### src/rtl/ddr2_refresh_pkg.sv
// Shared definitions for the DDR2 multi-rank refresh monitor: command
// encodings on {ras#, cas#, we#}, debt width and the saturating debt step.
package ddr2_refresh_pkg;

  localparam int DEBT_W = 5;

  localparam logic [2:0] CMD_NOP = 3'b111;
  localparam logic [2:0] CMD_REF = 3'b001;

  typedef logic signed [DEBT_W-1:0] debt_t;

  // What the debt counter does in a given cycle.
  typedef enum logic [1:0] {
    DEBT_HOLD = 2'b00,
    DEBT_INC  = 2'b01,
    DEBT_DEC  = 2'b10
  } debt_op_e;

  function automatic debt_op_e debt_op(input logic tick, input logic refresh);
    if (tick && !refresh) return DEBT_INC;
    if (refresh && !tick) return DEBT_DEC;
    return DEBT_HOLD;
  endfunction

  // One debt step clamped to [-max_neg, +max_pos]; out-of-range values are never produced.
  function automatic debt_t debt_step(input debt_t cur, input debt_op_e op,
                                      input int max_pos, input int max_neg);
    debt_t nxt;
    nxt = cur;
    if (op == DEBT_INC && int'(cur) < max_pos) nxt = cur + debt_t'(1);
    if (op == DEBT_DEC && int'(cur) > -max_neg) nxt = cur - debt_t'(1);
    return nxt;
  endfunction

endpackage

### src/rtl/ddr2_multirank_refresh_monitor_if.sv
// Pad-side command pins plus monitor status outputs.
interface ddr2_multirank_refresh_monitor_if #(
  parameter int NUM_RANKS = 2
);
  import ddr2_refresh_pkg::*;

  logic                        ready_i;
  logic [NUM_RANKS-1:0]        cke_pad;
  logic [NUM_RANKS-1:0]        csbar_pad;
  logic                        rasbar_pad;
  logic                        casbar_pad;
  logic                        webar_pad;
  logic [NUM_RANKS*DEBT_W-1:0] debt_o;
  logic [NUM_RANKS-1:0]        err_starve_o;
  logic [NUM_RANKS-1:0]        err_pullin_o;
  logic [NUM_RANKS-1:0]        err_trfc_o;
  logic [31:0]                 ref_count_o;

  modport master (
    output ready_i, cke_pad, csbar_pad, rasbar_pad, casbar_pad, webar_pad,
    input  debt_o, err_starve_o, err_pullin_o, err_trfc_o, ref_count_o
  );

  modport slave (
    input  ready_i, cke_pad, csbar_pad, rasbar_pad, casbar_pad, webar_pad,
    output debt_o, err_starve_o, err_pullin_o, err_trfc_o, ref_count_o
  );

endinterface

### src/rtl/ddr2_refresh_rank_tracker.sv
// Per-rank refresh bookkeeping: signed debt, tRFC window and sticky errors.
module ddr2_refresh_rank_tracker
  import ddr2_refresh_pkg::*;
#(
  parameter int TRFC_CLK     = 105,
  parameter int MAX_POSTPONE = 8,
  parameter int MAX_PULLIN   = 8
) (
  input  logic  clk,
  input  logic  reset,
  input  logic  enable,
  input  logic  tick,
  input  logic  ref_cmd,
  input  logic  cmd_valid,
  output debt_t debt,
  output logic  err_starve,
  output logic  err_pullin,
  output logic  err_trfc
);

  localparam int TW = (TRFC_CLK > 1) ? $clog2(TRFC_CLK) : 1;
  localparam logic [TW-1:0] TRFC_LOAD = TW'(TRFC_CLK - 1);

  logic [TW-1:0] trfc_cnt;
  debt_t         debt_nxt;
  logic          starve_hit;
  logic          pullin_hit;
  logic          trfc_hit;

  // Next debt and the error conditions seen this cycle.
  always_comb begin
    debt_nxt   = debt_step(debt, debt_op(tick, ref_cmd), MAX_POSTPONE + 1, MAX_PULLIN);
    starve_hit = (int'(debt_nxt) == MAX_POSTPONE + 1);
    pullin_hit = ref_cmd && !tick && (int'(debt) == -MAX_PULLIN);
    trfc_hit   = cmd_valid && (trfc_cnt != '0);
  end

  // Debt and tRFC window reset to zero while disabled; error flags only clear on reset.
  always_ff @(posedge clk) begin
    if (reset) begin
      debt       <= '0;
      trfc_cnt   <= '0;
      err_starve <= 1'b0;
      err_pullin <= 1'b0;
      err_trfc   <= 1'b0;
    end else if (!enable) begin
      debt     <= '0;
      trfc_cnt <= '0;
    end else begin
      debt <= debt_nxt;
      if (ref_cmd)              trfc_cnt <= TRFC_LOAD;
      else if (trfc_cnt != '0)  trfc_cnt <= trfc_cnt - TW'(1);
      if (starve_hit) err_starve <= 1'b1;
      if (pullin_hit) err_pullin <= 1'b1;
      if (trfc_hit)   err_trfc   <= 1'b1;
    end
  end

endmodule

### src/rtl/ddr2_multirank_refresh_monitor.sv
// Watches DDR2 command pins across ranks: shared tREFI credit tick, per-rank
// refresh debt / tRFC checking, and a global count of accepted refreshes.
module ddr2_multirank_refresh_monitor
  import ddr2_refresh_pkg::*;
#(
  parameter int NUM_RANKS    = 2,
  parameter int TREFI_CLK    = 7800,
  parameter int TRFC_CLK     = 105,
  parameter int MAX_POSTPONE = 8,
  parameter int MAX_PULLIN   = 8
) (
  input logic clk,
  input logic reset,
  ddr2_multirank_refresh_monitor_if.slave mon
);

  localparam int IW = $clog2(TREFI_CLK);

  logic [IW-1:0]               int_cnt;
  logic                        tick;
  logic [2:0]                  cmd;
  logic [NUM_RANKS-1:0]        ref_vec;
  logic [NUM_RANKS-1:0]        nonnop_vec;
  logic [31:0]                 ref_pop;
  logic [31:0]                 ref_count;
  debt_t                       debt_arr   [NUM_RANKS];
  logic                        starve_arr [NUM_RANKS];
  logic                        pullin_arr [NUM_RANKS];
  logic                        trfc_arr   [NUM_RANKS];
  logic [NUM_RANKS*DEBT_W-1:0] debt_bus;
  logic [NUM_RANKS-1:0]        starve_bus;
  logic [NUM_RANKS-1:0]        pullin_bus;
  logic [NUM_RANKS-1:0]        trfc_bus;

  assign cmd  = {mon.rasbar_pad, mon.casbar_pad, mon.webar_pad};
  assign tick = mon.ready_i && (int_cnt == IW'(TREFI_CLK - 1));

  // Per-rank command decode and refresh popcount.
  always_comb begin
    ref_vec    = '0;
    nonnop_vec = '0;
    ref_pop    = '0;
    for (int unsigned r = 0; r < NUM_RANKS; r++) begin
      ref_vec[r]    = mon.cke_pad[r] && !mon.csbar_pad[r] && (cmd == CMD_REF);
      nonnop_vec[r] = !mon.csbar_pad[r] && (cmd != CMD_NOP);
      ref_pop       = ref_pop + 32'(ref_vec[r]);
    end
  end

  // Interval counter: held at 0 while not ready so the first tick lands TREFI_CLK cycles after ready.
  always_ff @(posedge clk) begin
    if (reset || !mon.ready_i) int_cnt <= '0;
    else if (tick)             int_cnt <= '0;
    else                       int_cnt <= int_cnt + IW'(1);
  end

  // Total accepted refreshes; retained while not ready.
  always_ff @(posedge clk) begin
    if (reset)            ref_count <= '0;
    else if (mon.ready_i) ref_count <= ref_count + ref_pop;
  end

  genvar g;
  generate
    for (g = 0; g < NUM_RANKS; g++) begin : g_rank
      ddr2_refresh_rank_tracker #(
        .TRFC_CLK     (TRFC_CLK),
        .MAX_POSTPONE (MAX_POSTPONE),
        .MAX_PULLIN   (MAX_PULLIN)
      ) u_tracker (
        .clk        (clk),
        .reset      (reset),
        .enable     (mon.ready_i),
        .tick       (tick),
        .ref_cmd    (ref_vec[g]),
        .cmd_valid  (nonnop_vec[g]),
        .debt       (debt_arr[g]),
        .err_starve (starve_arr[g]),
        .err_pullin (pullin_arr[g]),
        .err_trfc   (trfc_arr[g])
      );
    end
  endgenerate

  // Pack per-rank registered state onto the output buses.
  always_comb begin
    debt_bus   = '0;
    starve_bus = '0;
    pullin_bus = '0;
    trfc_bus   = '0;
    for (int unsigned r = 0; r < NUM_RANKS; r++) begin
      debt_bus[r*DEBT_W +: DEBT_W] = debt_arr[r];
      starve_bus[r]                = starve_arr[r];
      pullin_bus[r]                = pullin_arr[r];
      trfc_bus[r]                  = trfc_arr[r];
    end
  end

  assign mon.debt_o       = debt_bus;
  assign mon.err_starve_o = starve_bus;
  assign mon.err_pullin_o = pullin_bus;
  assign mon.err_trfc_o   = trfc_bus;
  assign mon.ref_count_o  = ref_count;

endmodule

### src/flat_wrapper.sv
// flat-port wrapper written by rule: the top's interface ports become plain ports
module ddr2_multirank_refresh_monitor_flat import ddr2_refresh_pkg::*;
#(
  parameter int NUM_RANKS    = 2,
  parameter int TREFI_CLK    = 7800,
  parameter int TRFC_CLK     = 105,
  parameter int MAX_POSTPONE = 8,
  parameter int MAX_PULLIN   = 8
)
  (clk, reset, mon_ready_i, mon_cke_pad, mon_csbar_pad, mon_rasbar_pad, mon_casbar_pad, mon_webar_pad, mon_debt_o, mon_err_starve_o, mon_err_pullin_o, mon_err_trfc_o, mon_ref_count_o);
  ddr2_multirank_refresh_monitor_if #(.NUM_RANKS(NUM_RANKS)) mon_i ();
  input logic clk;
  input logic reset;
  input wire logic [$bits(mon_i.ready_i)-1:0] mon_ready_i;
  input wire logic [$bits(mon_i.cke_pad)-1:0] mon_cke_pad;
  input wire logic [$bits(mon_i.csbar_pad)-1:0] mon_csbar_pad;
  input wire logic [$bits(mon_i.rasbar_pad)-1:0] mon_rasbar_pad;
  input wire logic [$bits(mon_i.casbar_pad)-1:0] mon_casbar_pad;
  input wire logic [$bits(mon_i.webar_pad)-1:0] mon_webar_pad;
  output wire logic [$bits(mon_i.debt_o)-1:0] mon_debt_o;
  output wire logic [$bits(mon_i.err_starve_o)-1:0] mon_err_starve_o;
  output wire logic [$bits(mon_i.err_pullin_o)-1:0] mon_err_pullin_o;
  output wire logic [$bits(mon_i.err_trfc_o)-1:0] mon_err_trfc_o;
  output wire logic [$bits(mon_i.ref_count_o)-1:0] mon_ref_count_o;
  assign mon_i.ready_i = mon_ready_i;
  assign mon_i.cke_pad = mon_cke_pad;
  assign mon_i.csbar_pad = mon_csbar_pad;
  assign mon_i.rasbar_pad = mon_rasbar_pad;
  assign mon_i.casbar_pad = mon_casbar_pad;
  assign mon_i.webar_pad = mon_webar_pad;
  assign mon_debt_o = mon_i.debt_o;
  assign mon_err_starve_o = mon_i.err_starve_o;
  assign mon_err_pullin_o = mon_i.err_pullin_o;
  assign mon_err_trfc_o = mon_i.err_trfc_o;
  assign mon_ref_count_o = mon_i.ref_count_o;
  ddr2_multirank_refresh_monitor #(.NUM_RANKS(NUM_RANKS), .TREFI_CLK(TREFI_CLK), .TRFC_CLK(TRFC_CLK), .MAX_POSTPONE(MAX_POSTPONE), .MAX_PULLIN(MAX_PULLIN)) u_core (.clk(clk), .reset(reset), .mon(mon_i));
endmodule
### config.mk
export PLATFORM = sky130hd
export DESIGN_NAME = ddr2_multirank_refresh_monitor_flat
export DESIGN_NICKNAME = d
export VERILOG_FILES = /design/src/rtl/ddr2_refresh_pkg.sv /design/src/rtl/ddr2_multirank_refresh_monitor_if.sv /design/src/rtl/ddr2_refresh_rank_tracker.sv /design/src/rtl/ddr2_multirank_refresh_monitor.sv /design/src/flat_wrapper.sv
export SDC_FILE = /design/constraint.sdc
export NUM_CORES = 1
export LEC_CHECK = 0
export BUFFER_PORTS_ARGS = -buffer_cell sky130_fd_sc_hd__buf_2
export CAP_MARGIN = 20
export CORE_MARGIN = 2
export CORE_UTILIZATION = 41
export CTS_CLUSTER_DIAMETER = 60
export CTS_CLUSTER_SIZE = 30
export DETAILED_ROUTE_END_ITERATION = 6
export PLACE_DENSITY_LB_ADDON = 0.08
export SLEW_MARGIN = 40
export SYNTH_ARGS = -nofsm -noshare
export SYNTH_HDL_FRONTEND = slang
export SYNTH_HIERARCHICAL = 1
export SYNTH_SLANG_ARGS = --single-unit
### constraint.sdc
create_clock -name clk -period 3.9 [get_ports clk]
set_input_delay 0.39 -clock clk [delete_from_list [all_inputs] [get_ports clk]]
set_output_delay 0.39 -clock clk [all_outputs]
set_load 0.01 [all_outputs]
Yosys cells after proc, flatten, opt, wreduce, memory -nomap -nowiden --
Index checks and enable logic that the tools add are counted.
Storage, ports and cells: bits in registers 75, bits in latches 0, bits in writable memories 0, ROM bits 0, input port bits 10, output and inout bits 48, word-level logic and storage cells 101, memories 0
Operators by class: add/sub/neg operators 9, multipliers 0, divide/modulo/power cells 0, $lt $le $gt $ge 4, equality and inequality tests 11, shifts and indexed selects 0, muxes and demuxes 22, bitwise gates (word level) 1, reductions and logical operators 40
Operator list (number):
- $add A32 B32 Y32 | 1
- $mux W7 | 4
- $mux W5 | 4
- $logic_and A1 B1 Y1 | 19
- $mux W2 | 8
- $reduce_bool A7 Y1 | 2
- $sub A7 B1 Y7 const B | 2
- $add A13 B1 Y13 const B | 1
- $eq A13 B13 Y1 const B | 1
- $reduce_and A2 Y1 | 6
- $add A5 B2 Y5 const B | 2
- $eq A5 B4 Y1 const B | 2
- $eq A5 B5 Y1 const B | 2
- $gt A5 B4 Y1 const B | 2
- $lt A5 B5 Y1 const B | 2
- $sub A5 B2 Y5 const B | 2
- $logic_not A1 Y1 | 6
- $mux W1 | 6
- $reduce_or A3 Y1 | 2
- $eq A2 B1 Y1 const B | 2
- $eq A2 B2 Y1 const B | 2
- $reduce_bool A2 Y1 | 2
- $reduce_or A2 Y1 | 2
- $eq A3 B1 Y1 const B | 1
- 4 further kinds | 4

Depth between registers and ports, before layout --
depth after elaboration 15, depth in mapped cells 10, mapped depth without buffers 9

Modules after synthesis --
The synthesis kept the hierarchy.
Modules (own cells, without submodules):
- ddr2_multirank_refresh_monitor | times used 1, cells each 247, area an instance 2150.8 um^2, seq. area each 900.9 um^2
- ddr2_refresh_rank_tracker | times used 2, cells each 89, area an instance 807.0 um^2, seq. area each 300.3 um^2

Worst setup path after synthesis --
Ideal clock, no wire load.
path type input to register, start in mon_rasbar_pad, end reg u_core.ref_count[12] (netlist: u_core/mon.ref_count_o[12]), setup time 70 ps, arrival 3356 ps, required time 3830 ps, setup slack 474 ps, stages on the path 10, path through or3b_2 -> nor3b_1 -> fa_1 -> ha_1 -> and4_1 -> clkbuf_1 -> nand2_1 -> clkbuf_1 -> or4_1 -> a21oi_1
Between the ends: cells in the longest elaborated chain, start to end 4, elaborated cells between the ends (all ways) 5
RTL lines:
- start: declaration | line flat_wrapper.sv:17 | input wire logic [$bits(mon_i.rasbar_pad)-1:0] mon_rasbar_pad;
- $eq A3 B1 Y1 | line ddr2_multirank_refresh_monitor.sv:44 | ref_vec[r] = mon.cke_pad[r] && !mon.csbar_pad[r] && (cmd == CMD_REF);
- $logic_and A1 B1 Y1 | line ddr2_multirank_refresh_monitor.sv:44
- via u_core.ref_vec[0] | line ddr2_multirank_refresh_monitor.sv:22 | logic [NUM_RANKS-1:0] ref_vec;
- $add A1 B1 Y2 | line ddr2_multirank_refresh_monitor.sv:46 | ref_pop = ref_pop + 32'(ref_vec[r]);
- $add A32 B32 Y32 | line ddr2_multirank_refresh_monitor.sv:60 | else if (mon.ready_i) ref_count <= ref_count + ref_pop;
- end signal: assignment | line ddr2_multirank_refresh_monitor.sv:60
- end: declaration | line ddr2_multirank_refresh_monitor.sv:25 | logic [31:0] ref_count;
The timed path passes the listed nets, and every way through them passes these cells. A chain may end at the register's enable or synchronous reset.

Worst setup path in the final report --
start in mon_rasbar_pad, end reg u_core.ref_count[16] (netlist: u_core/mon.ref_count_o[16])
The elaborated chain is that of the path after synthesis.

==> results.md <==
- The share of post-route cells with drive strength above 1 is roughly a fifth.
- The total routing usage reported by global routing is approximately 18%.
- The largest driver fanout on the critical path is 16.
- The synthesized area is approximately 3800 um^2.
- The flow ran to the end, and the final reports show no timing, DRC or antenna violations.
- The post-route setup TNS is 0 ns.
- The capturing point of the worst reg2reg path is u_core/g_rank[0].u_tracker/err_starve.
- The Yosys step of the flow raised 6 warnings.
- In this run the horizontal extent of the chip is 99.8 um.
- After synthesis, the mean cell area works out to 8.86 um^2.
- The area inside the core boundary is between 8000 and 9000 um^2.
- For this run the aggregate overflow at the end of global routing stands at 0.
- The synthesized design contains 75 register bits.
- In the routed design, unresolved DRC markers number 0.
- The time the worst path needs with I/O delays and setup is ~3.0 ns.
- The most common library cell in the layout ignoring fill and taps is sky130_fd_sc_hd__dfxtp_1.
- The data arrival time at the worst-slack endpoint is 3.30 ns.
- In this run the clock root is driven by a sky130_fd_sc_hd__clkbuf_8.
- After clock tree synthesis, the flow added hold-fix buffers numbering 0.
- The startpoint of the lowest-slack register-to-register path is u_core/int_cnt[8].
- In the layout the commonest cells are 75 x sky130_fd_sc_hd__dfxtp_1, 56 x sky130_fd_sc_hd__buf_2, 40 x sky130_fd_sc_hd__nor2_1.
- For the pin with the worst max-slew slack, the measured transition is roughly 0.75 ns.
- Of the available clock period, the critical path in the final layout requires 77.6%.
- The clock skew is around 0.0081 ns.
- The timing-limited maximum frequency is roughly 330 MHz.
- Setup repair after global routing left no endpoint under its margin.
- The clock sink count is between 70 and 80.
- The detailed router's first-iteration violation count is 110.
- The largest family of logic cells by synthesized area is simple AND/OR/NAND/NOR gates.
- For this run, the number of standard cells in the final layout without fillers is about 600.
- The flop-to-flop setup slack is 1.01 ns.
- The number of gates resized after CTS was 0.
- Of the total synthesized cell area, the portion taken by XOR and XNOR cells is under 10%.
- The initial antenna violation count is 0.
- VDD sags by at most about 0.15 mV.
- Summing the areas of all and, or, nand and nor instances in the mapped netlist gives about 28% of the synthesized area.
- The leakage power is 1.66 nW.
- The number of distinct standard cells referenced by the synthesized netlist is slightly below 50.
- The mux share of post-synthesis cell area is roughly 1.4%.
- The CTS tree is done.
- The routed design has 8520 um of wire.
- CTS built an H-tree with a depth of 3.
- The number of cells on the worst reg-to-reg path is 8.
- The count of filler cells inserted in the layout is approximately 860.
- The number of nets at the end of the flow is ~500.
- Power spread over the standard cell area amounts to between 400 and 500 nW/um^2.
- The wire-length estimate of the detail-placed layout is approximately 5800 um.
- The die extent in y is 99.8 um.
- Before CTS, the worst setup slack after placement is 0.526 ns.
- Sequential elements use between 30% and 40% of the synthesized area.
- Across all setup checks in the final design, the least slack found is slightly below 0.9 ns.
- The final hold violation count came to 0.
- Once the clock tree was built, the setup fixing pass inserted 0 buffers.
- The weighted congestion reported at the end of routability-driven placement is approximately 0.81.
- The maximum number of pins on one net before global-route repair is 45.
- The number of clock buffers added by TritonCTS is 9.
- The routed wire length per instance is between 10 and 15 um.
- Before antenna repair, the detailed router went through 4 iterations.
- The hold path endpoint is u_core/g_rank[1].u_tracker/err_trfc.
- The global-route wire length before repair is 14400 um.
- The via count of the first global-routing pass is 2966.
- The max-slew headroom at the worst pin is around half.
- The worst hold path begins at mon_csbar_pad[1].
- The number of port buffers is 57.
- In the synthesized netlist the dominant register cell turns out to be sky130_fd_sc_hd__dfxtp_1.
- The max-slew violation count is 0.
- The relative area change from synthesis to final layout is 14.4%.
- The design draws slightly below 0.002 W.
- The clock latency reported for the late side of the worst-skew pair is 0.34 ns.
- The average via count per standard cell is 5.54.
- The repair_antennas step left the layout with diodes totalling 0.
- The adder and majority gate portion of the synthesized area is ~3.9%.
- Along the worst hold path, the cell count comes to 4.
- Synthesis produced a netlist with a net count of around 450.
- The share of flip-flops with an asynchronous set or reset is 0%.
- Once placement completed, the tool counted placed cells totaling between 500 and 600.
- The die covers 9970 um^2.
- The path category of the worst min-delay check is input port to flip-flop.
- The initial utilization of the core area, before any placement, comes to between 40% and 50%.
- The number of maximum-capacitance violations is 0.
- The top-level port count is 58.
- The critical path endpoint category is a flip-flop.
- The sort of element at the start of the critical path is an input port.
- The synthesized netlist devotes about 15% of its cell area to compound gates.
- The buffer levels on the longest clock path is 2.
- The required time reported for the critical path endpoint is between 4 and 5 ns.
- The post-CTS clock slew at the launch and capture registers of the worst setup and hold paths is 0.08 ns.
- Synthesis produced a netlist whose cell count is approximately 430.
- The number of nets with antenna violations after routing is 0.
- The number of rows in the core area is 34.
- The critical path is of the input port to flip-flop type.
- The count of flip-flops with a built-in enable after synthesis is 0.
- The via total after detailed routing is roughly 3300.
- Setup violations remaining at the end of the flow were counted as 0.
per-layer routing:
| layer | GRT usage (%) | vias up | part of all wire (%) |
|---|---|---|---|
| met5 | 0 | - | 0 |
| met4 | 4.11 | 0 | 0.27 |
| met3 | 4.81 | 2 | 5.7 |
| met2 | 27.2 | 80 | 44 |
| met1 | 25.3 | 1527 | 50 |
| li1 | - | 1654 | - |
where the power goes:
group | internal [W] | switching [W]
clock | 0.000278 | 0.000274
combinational | 0.000246 | 0.000280
sequential | 0.000824 | 0.0000514
total | 0.00135 | 0.000604
worst max-delay path by stage:
stage	slack (ns)	startpoint	cells after the start	end
6_report	0.87	mon_rasbar_pad	9	u_core/mon.ref_count_o[16]
5_1_grt	0.71	mon_rasbar_pad	9	u_core/mon.ref_count_o[16]
4_1_cts	0.89	mon_rasbar_pad	9	u_core/mon.ref_count_o[16]
3_5_place_dp	0.53	mon_rasbar_pad	9	u_core/mon.ref_count_o[16]
3_3_place_gp	0.64	mon_rasbar_pad	9	u_core/mon.ref_count_o[16]
2_1_floorplan	0.47	mon_rasbar_pad	10	u_core/mon.ref_count_o[12]
Yosys cell counts (4+ instances only):
library cell / number / area (um^2)
sky130_fd_sc_hd__dfxtp_1: 75 / 1500
sky130_fd_sc_hd__nor3_1: 7 / 35.0
sky130_fd_sc_hd__a21oi_1: 30 / 150
sky130_fd_sc_hd__xnor2_1: 14 / 123
sky130_fd_sc_hd__nor4_1: 7 / 43.8
sky130_fd_sc_hd__nand3_1: 18 / 90.1
sky130_fd_sc_hd__nor3b_1: 4 / 30.0
sky130_fd_sc_hd__o21ai_0: 12 / 60.1
sky130_fd_sc_hd__clkbuf_1: 14 / 52.6
sky130_fd_sc_hd__o31ai_1: 14 / 105
sky130_fd_sc_hd__ha_1: 10 / 125
sky130_fd_sc_hd__a31oi_1: 6 / 37.5
sky130_fd_sc_hd__xor2_1: 21 / 184
sky130_fd_sc_hd__inv_1: 17 / 63.8
sky130_fd_sc_hd__nor2b_1: 7 / 43.8
sky130_fd_sc_hd__nor2_1: 40 / 150
sky130_fd_sc_hd__mux2i_1: 4 / 40.0
sky130_fd_sc_hd__or4_1: 15 / 113
sky130_fd_sc_hd__and3_1: 8 / 50.1
sky130_fd_sc_hd__or3_1: 6 / 37.5
sky130_fd_sc_hd__nand2_1: 18 / 67.6
sky130_fd_sc_hd__and4_1: 8 / 70.1
sky130_fd_sc_hd__nand2b_1: 13 / 81.3
sky130_fd_sc_hd__nand4_1: 12 / 75.1
stage by stage:
| stage | hold slack (ns) | util, % | cell area [um^2] |
|---|---|---|---|
| finish | 0.414 | 48.9 | 4310 |
| global placement | 0.442 | 46.8 | 4130 |
| global route | 0.431 | 48.9 | 4310 |
| CTS | 0.393 | 48.9 | 4300 |
| floorplan | 0.426 | - | 3760 |
| detailed placement | 0.447 | 46.8 | 4130 |
critical path, stage by stage:
cell and delay [ns]:
sky130_fd_sc_hd__buf_2 0.11, sky130_fd_sc_hd__or3b_2 0.47, sky130_fd_sc_hd__nor3b_1 0.37, sky130_fd_sc_hd__fa_1 0.34, sky130_fd_sc_hd__ha_1 0.18, sky130_fd_sc_hd__and4_1 0.23
sky130_fd_sc_hd__nand2_1 0.32, sky130_fd_sc_hd__or4b_2 0.73, sky130_fd_sc_hd__a21oi_1 0.15
logic make-up (layout without fill, tap and decap cells):
family          count (synthesis)  after routing
compound gates                 82             82
xor+xnor                       35             35
fa+ha+maj                      11             11
buf+inv                        36             92
flops                          75             75
mux                             5              5
simple gates                  181            181
flip-flops by register name (all words and copies together) (netlist names):
name / cells
u_core/mon.ref_count_o: 32
u_core/g_rank.u_tracker/trfc_cnt: 14
u_core/int_cnt: 13
u_core/g_rank.u_tracker/debt: 10
u_core/g_rank.u_tracker/err_pullin: 2
u_core/g_rank.u_tracker/err_starve: 2
u_core/g_rank.u_tracker/err_trfc: 2
final cells by class:
| class | instances | area, um^2 | area share (%) |
|---|---|---|---|
| Multi-Input combinational cell | 314 | 2120 | 49.2 |
| Sequential cell | 75 | 1500 | 34.9 |
| Timing Repair Buffer | 60 | 310 | 7.21 |
| Clock buffer | 13 | 169 | 3.92 |
| Tap cell | 108 | 135 | 3.14 |
| Inverter | 17 | 63.8 | 1.48 |
| Clock inverter | 2 | 10.0 | 0.232 |
No activity file was read; power rests on OpenSTA's default activity.
